## config.mk

```make
export PLATFORM = sky130hd
export DESIGN_NAME = c1541_sd_arbiter
export DESIGN_NICKNAME = d
export VERILOG_FILES = /design/src/rtl/c1541_sd_pkg.sv /design/src/rtl/c1541_rr_pick.sv /design/src/rtl/c1541_sd_arbiter.sv
export SDC_FILE = /design/constraint.sdc
export NUM_CORES = 1
export LEC_CHECK = 0
export BUFFER_PORTS_ARGS = -buffer_cell sky130_fd_sc_hd__buf_2
export CORE_ASPECT_RATIO = 0.75
export CORE_MARGIN = 2
export CORE_UTILIZATION = 40
export CTS_CLUSTER_DIAMETER = 200
export DETAILED_ROUTE_END_ITERATION = 12
export PLACE_DENSITY = 0.68
export SLEW_MARGIN = 20
export SYNTH_ARGS = -nofsm -noshare
export SYNTH_HDL_FRONTEND = slang
export SYNTH_SLANG_ARGS = --single-unit
```

## constraint.sdc

```tcl
create_clock -name sd_clk -period 2.7 [get_ports sd_clk]
set_clock_uncertainty 0.1 [all_clocks]
set_input_delay 0.135 -clock sd_clk [delete_from_list [all_inputs] [get_ports sd_clk]]
set_output_delay 0.135 -clock sd_clk [all_outputs]
set_load 0.1 [all_outputs]
```

## src/rtl/c1541_sd_pkg.sv

```systemverilog
// -----------------------------------------------------------------------------
// c1541_sd_pkg
// Shared types and constants for the SD sector arbiter.
//   state_e   : arbiter FSM states (2 bits)
//   op_e      : latched operation of the current grant
//   TIMEOUT_W : width of the ISSUE-state timeout counter
// -----------------------------------------------------------------------------
package c1541_sd_pkg;

   localparam int TIMEOUT_W = 24;

   typedef enum logic [1:0] {
      ST_IDLE  = 2'd0,
      ST_ISSUE = 2'd1,
      ST_XFER  = 2'd2,
      ST_DRAIN = 2'd3
   } state_e;

   typedef enum logic {
      OP_RD = 1'b0,
      OP_WR = 1'b1
   } op_e;

endpackage

```

## src/rtl/c1541_rr_pick.sv

```systemverilog
// -----------------------------------------------------------------------------
// c1541_rr_pick
// Combinational round-robin priority picker. The search starts one past the
// previously served requester and wraps modulo NUM_REQ.
// Ports:
//   req   in  NUM_REQ  request vector
//   last  in  IDX_W    index of the requester served last
//   valid out 1        at least one request is set
//   idx   out IDX_W    index of the winning requester
// -----------------------------------------------------------------------------
module c1541_rr_pick
   import c1541_sd_pkg::*;
#(
   parameter int NUM_REQ = 2,
   localparam int IDX_W  = $clog2(NUM_REQ)
) (
   input  logic [NUM_REQ-1:0] req,
   input  logic [IDX_W-1:0]   last,
   output logic               valid,
   output logic [IDX_W-1:0]   idx
);

   logic [IDX_W-1:0] cand;

   // NOTE: every signal written here gets a default first, so no path can
   // leave it unassigned and infer a latch.
   always_comb begin
      valid = 1'b0;
      idx   = '0;
      cand  = '0;
      // Walk from farthest to nearest so the nearest hit is the last write
      // and therefore wins.
      for (int i = NUM_REQ; i >= 1; i--) begin
         cand = IDX_W'((int'(last) + i) % NUM_REQ);
         if (req[cand]) begin
            valid = 1'b1;
            idx   = cand;
         end
      end
   end

endmodule

```

## src/rtl/c1541_sd_arbiter.sv

```systemverilog
// -----------------------------------------------------------------------------
// c1541_sd_arbiter
// Shares one host SD sector channel among NUM_REQ requesters, one sector
// transfer at a time in round-robin order. Latches the winner's LBA and
// operation at grant, routes buffer traffic only to the granted requester,
// times out lost acks and absorbs stale acks in DRAIN.
// Ports:
//   sd_clk, reset      clock; synchronous active-high reset
//   req_lba/rd/wr      per-requester sector address and request levels
//   req_ack            sd_ack forwarded to the granted requester in XFER
//   req_err            one-cycle pulse when a requester's issue times out
//   req_buff_wr        sd_buff_wr forwarded to the granted requester in XFER
//   req_buff_din       per-requester write-back data
//   sd_lba/rd/wr       host request (LBA latched at grant, strobes are levels)
//   sd_drive           index of the granted requester
//   sd_ack, sd_buff_wr host acknowledge and buffer write strobe
//   sd_buff_din        write-back data of the granted requester, 0 otherwise
//   busy               FSM is not idle
// -----------------------------------------------------------------------------
module c1541_sd_arbiter
   import c1541_sd_pkg::*;
#(
   parameter int          NUM_REQ = 2,
   parameter int unsigned TIMEOUT = 24'hFFFFFF,
   localparam int         IDX_W   = $clog2(NUM_REQ)
) (
   input  logic                      sd_clk,
   input  logic                      reset,
   input  logic [NUM_REQ-1:0][31:0]  req_lba,
   input  logic [NUM_REQ-1:0]        req_rd,
   input  logic [NUM_REQ-1:0]        req_wr,
   output logic [NUM_REQ-1:0]        req_ack,
   output logic [NUM_REQ-1:0]        req_err,
   output logic [NUM_REQ-1:0]        req_buff_wr,
   input  logic [NUM_REQ-1:0][7:0]   req_buff_din,
   output logic [31:0]               sd_lba,
   output logic                      sd_rd,
   output logic                      sd_wr,
   output logic [IDX_W-1:0]          sd_drive,
   input  logic                      sd_ack,
   input  logic                      sd_buff_wr,
   output logic [7:0]                sd_buff_din,
   output logic                      busy
);

   localparam logic [TIMEOUT_W-1:0] TMO_LIM = TIMEOUT_W'(TIMEOUT);
   localparam logic [TIMEOUT_W-1:0] TMO_MAX = '1;

   state_e                 state_q, state_d;
   op_e                    op_q, op_d;
   logic [IDX_W-1:0]       last_q, last_d;
   logic [IDX_W-1:0]       drive_q, drive_d;
   logic [31:0]            lba_q, lba_d;
   logic [TIMEOUT_W-1:0]   tmo_q, tmo_d;
   logic [NUM_REQ-1:0]     err_q, err_d;

   logic                   pick_valid;
   logic [IDX_W-1:0]       pick_idx;

   c1541_rr_pick #(.NUM_REQ(NUM_REQ)) u_pick (
      .req   (req_rd | req_wr),
      .last  (last_q),
      .valid (pick_valid),
      .idx   (pick_idx)
   );

   // Next-state logic
   always_comb begin
      state_d = state_q;
      op_d    = op_q;
      last_d  = last_q;
      drive_d = drive_q;
      lba_d   = lba_q;
      tmo_d   = tmo_q;
      err_d   = '0;

      case (state_q)
         ST_IDLE: begin
            // An ack already high here belongs to nobody (timeout or reset).
            if (sd_ack) begin
               state_d = ST_DRAIN;
            end else if (pick_valid) begin
               state_d = ST_ISSUE;
               drive_d = pick_idx;
               lba_d   = req_lba[pick_idx];
               op_d    = req_wr[pick_idx] ? OP_WR : OP_RD;
               tmo_d   = '0;
            end
         end
         ST_ISSUE: begin
            if (sd_ack) begin
               state_d = ST_XFER;
            end else if ((TIMEOUT != 0) && (tmo_q == TMO_LIM)) begin
               state_d        = ST_IDLE;
               err_d[drive_q] = 1'b1;
               last_d         = drive_q;
            end else if (tmo_q != TMO_MAX) begin
               tmo_d = tmo_q + 1'b1;
            end
         end
         ST_XFER: begin
            if (!sd_ack) begin
               state_d = ST_IDLE;
               last_d  = drive_q;
            end
         end
         ST_DRAIN: begin
            if (!sd_ack) state_d = ST_IDLE;
         end
         default: state_d = ST_IDLE;
      endcase
   end

   // NOTE: sequential state uses non-blocking assignments so every flop
   // samples its _d value from before the edge.
   always_ff @(posedge sd_clk) begin
      if (reset) begin
         state_q <= ST_IDLE;
         op_q    <= OP_RD;
         last_q  <= IDX_W'(NUM_REQ - 1);
         drive_q <= '0;
         lba_q   <= '0;
         tmo_q   <= '0;
         err_q   <= '0;
      end else begin
         state_q <= state_d;
         op_q    <= op_d;
         last_q  <= last_d;
         drive_q <= drive_d;
         lba_q   <= lba_d;
         tmo_q   <= tmo_d;
         err_q   <= err_d;
      end
   end

   // Buffer routing is combinational so host data reaches the requester
   // with no added latency; only XFER forwards anything.
   always_comb begin
      req_ack     = '0;
      req_buff_wr = '0;
      sd_buff_din = '0;
      if (state_q == ST_XFER) begin
         req_ack[drive_q]     = sd_ack;
         req_buff_wr[drive_q] = sd_buff_wr;
         sd_buff_din          = req_buff_din[drive_q];
      end
   end

   assign sd_rd    = (state_q == ST_ISSUE) && (op_q == OP_RD);
   assign sd_wr    = (state_q == ST_ISSUE) && (op_q == OP_WR);
   assign sd_lba   = lba_q;
   assign sd_drive = drive_q;
   assign req_err  = err_q;
   assign busy     = (state_q != ST_IDLE);

endmodule

```

==> key figures <==
Finish
  – Fin cells: roughly 610
  – Commonest non-fill, non-tap cell in the layout: buf_2
  – ANT cells: 0
  – Final net count: 586
  – Most frequent cells in the layout: buf_2, dfxtp_1, nor2_1
  – Area growth from synthesis to layout: 30.3%
  – Share of cells above drive strength 1: 0.371
  – Final Cell Area: 4240 um^2

STA
  – Worst Max-Slew Pin Slew: around 740 ps
  – Worst setup margin: 345 ps
  – FMAX: 425 MHz
  – Tmin final: between 2000 and 2500 ps
  – Final setup vio count: 0
  – Final Hold Viols: 0
  – Rel. slew slack: 0.502
  – Fin. max-slew vios: 0
  – Final TNS setup: 0 ps
  – Final Cycle Share: 0.872
  – RSZ-0062 raised after global routing: no

Critical path
  – Critical Path End Type: flip-flop
  – Critical Path AT: between 2000 and 3000 ps
  – Max FO, Critical Path: 13
  – FF-to-FF End: tmo_q[6]
  – CP startpoint kind: flip-flop
  – Reg-to-reg startpoint: tmo_q[0]
  – Critical-path cell list: ha_1 > nand2_1 > nor4_2 > a21o_1 > buf_4 > o311ai_0 > o41ai_1
  – Worst reg2reg path depth: 7
  – CP peak stage delay: 550 ps
  – Worst path buffer plus inverter count: 1
  – Crit path max-delay family: simple AND/OR/NAND/NOR gates
  – R2R setup slack: 340 ps
  – CP max-delay cell: nor4_2
  – Crit path kind: flip-flop to flip-flop
  – Worst EP required: 2840 ps

Die
  – Die W: 108 um
  – Rows: 28
  – Total I/O pin count: approximately 140
  – Core box area: 7880 um^2
  – Die height: 82.1 um
  – Starting Density: 0.413
  – Die Area: 8890 um^2

Logic synthesis
  – Post-synth net total: between 400 and 500
  – Register area share after synthesis: 0.387
  – Syn avg cell area: 8.95 um^2
  – Unique masters post-synth: 60
  – Yosys warns: 0
  – Top cells by area, synth: dfxtp_1, mux2i_1, a211oi_1
  – Gate Count Post-Synth: around 360
  – Leading area contributor after synthesis: dfxtp_1
  – Syn Std Cell Area: 3260 um^2
  – Top cell type's share of synthesized area: 0.387
  – Synth Register Bits: 63

Pwr
  – Clock share of power: 0.311
  – Comb pwr share: 0.295
  – Reg power frac: 0.394
  – Switch Pwr: 0.977 mW
  – Leak: 1.94 nW
  – Power per cell area: 601 nW/um^2
  – Int Power: 1.57 mW
  – Worst IR drop on VDD: 0.000287 V
  – Switching share of power: 0.383
  – Power consumption: 2.55 mW

GRT
  – Met1 usage: 0.246
  – Vias in the first global route: about 2,900
  – Gr ovfl total: 0
  – Largest net degree at the start of global routing: 65
  – Tot GR Track Use: 0.195
  – Met2 Use GR: 0.331
  – GR Layer Usage met3: 0.0565
  – GR peak layer: met2
  – First-pass GRT wire length: around 14,000 um
  – Initial antenna violation count: 0

Detailed routing
  – DRC viols: 0
  – Post-DRT Antenna Nets: 0
  – 1st-iter DRT viols: roughly 120
  – Post-DR vias/cell: ~5.4
  – WL per Instance: 14.5 um
  – First-pass DRT Iterations: 5
  – WL final: 8830 um
  – Via count: between 3,000 and 4,000

Clock network
  – Deepest clock path buffer count: 2
  – Worst-skew pair later-pin latency: around 340 ps
  – TritonCTS clock tree: done
  – Num CTS Buffers: 9
  – Post-CTS Setup Bufs: 0
  – CTS clk-pin slew, worst paths: 70 ps
  – Root Buffer: clkbuf_8
  – Quantity of hold-fixing buffers added after cts: 0
  – Post-cts repair resize count: 0
  – Sink Count: 63
  – CTS H-tree lvls: 3

Flow run
  – Max Cap Viol: 0

Min path
  – Worst hold stages: 3
  – Class of the worst hold path: input pin to flip-flop
  – WHS Endpoint: sd_lba[28]
  – Hold_sp: req_lba[60]

Placed design
  – Placed Area: 4060 um^2
  – Inst Count DP: about 590
  – Port bufs: 137
  – HPWL after detailed placement: 6630 um
  – Worst slack, placed: a little over 400 ps
  – Placer Congestion: 0.840

Status
  – Outcome: complete, no violations
[how the worst max path moves through the flow]
stage / startpoint / to / slack (ps) / cells after the start
after floorplan: sd_drive / sd_buff_din[0] / 6 / 2
after global placement: tmo_q[0] / tmo_q[18] / 480 / 7
after detailed placement: tmo_q[0] / tmo_q[6] / 410 / 7
after CTS: tmo_q[0] / tmo_q[6] / 380 / 7
after global routing: tmo_q[0] / tmo_q[6] / 160 / 7
final: tmo_q[0] / tmo_q[6] / 340 / 7
[registers in the layout, summed over array words and instances (netlist names)]
name / count
sd_lba: 32
tmo_q: 24
state_q: 2
op_q: 1
sd_drive: 1
last_q: 1
req_err: 2
[synth_stat cells (all sizes together)]
cell     instances
a32o             3
or3              8
o311ai           4
a211o            1
a2111oi          5
a21oi           12
o41ai            2
nand2b           2
a311oi           1
nor3             5
nand4            5
a211oi          36
and4             1
a41o             1
xor2             1
a21boi           1
nor4b            1
clkbuf          16
and2             2
ha               1
o21bai           1
and3             6
buf              9
a32oi            1
nand3           13
o211ai           4
dfxtp           63
o21ai            8
o31ai            2
inv              7
nor4             6
o31a             1
or4              5
a31oi            1
nor2            61
a21o             1
o32ai            1
or4b             1
nand4b           1
xnor2            5
or2              2
a221oi           1
nand2           12
mux2i           40
nor2b            4
[power by group through the flow]
stage               combinational [mW]  sequential, mW  clock [mW]
CTS                              0.757            1.01       0.813
global placement                 0.747            1.03           0
global route                     0.795            1.01       0.857
detailed placement               0.755            1.03           0
floorplan                        0.277            1.34           0
finish                           0.752            1.01       0.793
[cell type report]
type / instances / area (um^2)
Tap cell: 105 / 131
Timing Repair Buffer: 147 / 761
Sequential cell: 63 / 1260
Clock buffer: 10 / 128
Fill cell: 755 / 3640
Clock inverter: 6 / 61.3
Multi-Input combinational cell: 269 / 1880
Inverter: 7 / 26.3
[worst register-to-register path, cell delays in order (launching register included)]
cell and delay [ps]:
dfxtp_1 370, ha_1 250, nand2_1 150, nor4_2 550, a21o_1 350, buf_4 240, o311ai_0 140, o41ai_1 100
[metal layers]
| metal | vias to the layer above | part of all wire |
|---|---|---|
| met1 | 1491 | 0.44 |
| met5 | - | 0 |
| met2 | 118 | 0.48 |
| li1 | 1633 | - |
| met4 | 0 | 0.0080 |
| met3 | 6 | 0.063 |
[through the flow]
| stage | utilization | hold WS, ps |
|---|---|---|
| floorplan | - | 269 |
| global placement | 0.514 | 376 |
| detailed placement | 0.514 | 381 |
| CTS | 0.538 | 22.0 |
| global route | 0.538 | 23.3 |
| finish | 0.538 | 26.8 |
[cells by family after synthesis]
kind of cell | after synthesis | synth area share
AOI/OAI and AO/OA | 87 | 0.207
buffers and inverters | 32 | 0.0465
adders and majority gates | 1 | 0.00384
muxes | 40 | 0.123
xor gates and xnor gates | 6 | 0.0161
and+or+nand+nor | 135 | 0.217
DFF | 63 | 0.387
(Power assumes the default switching activity.)
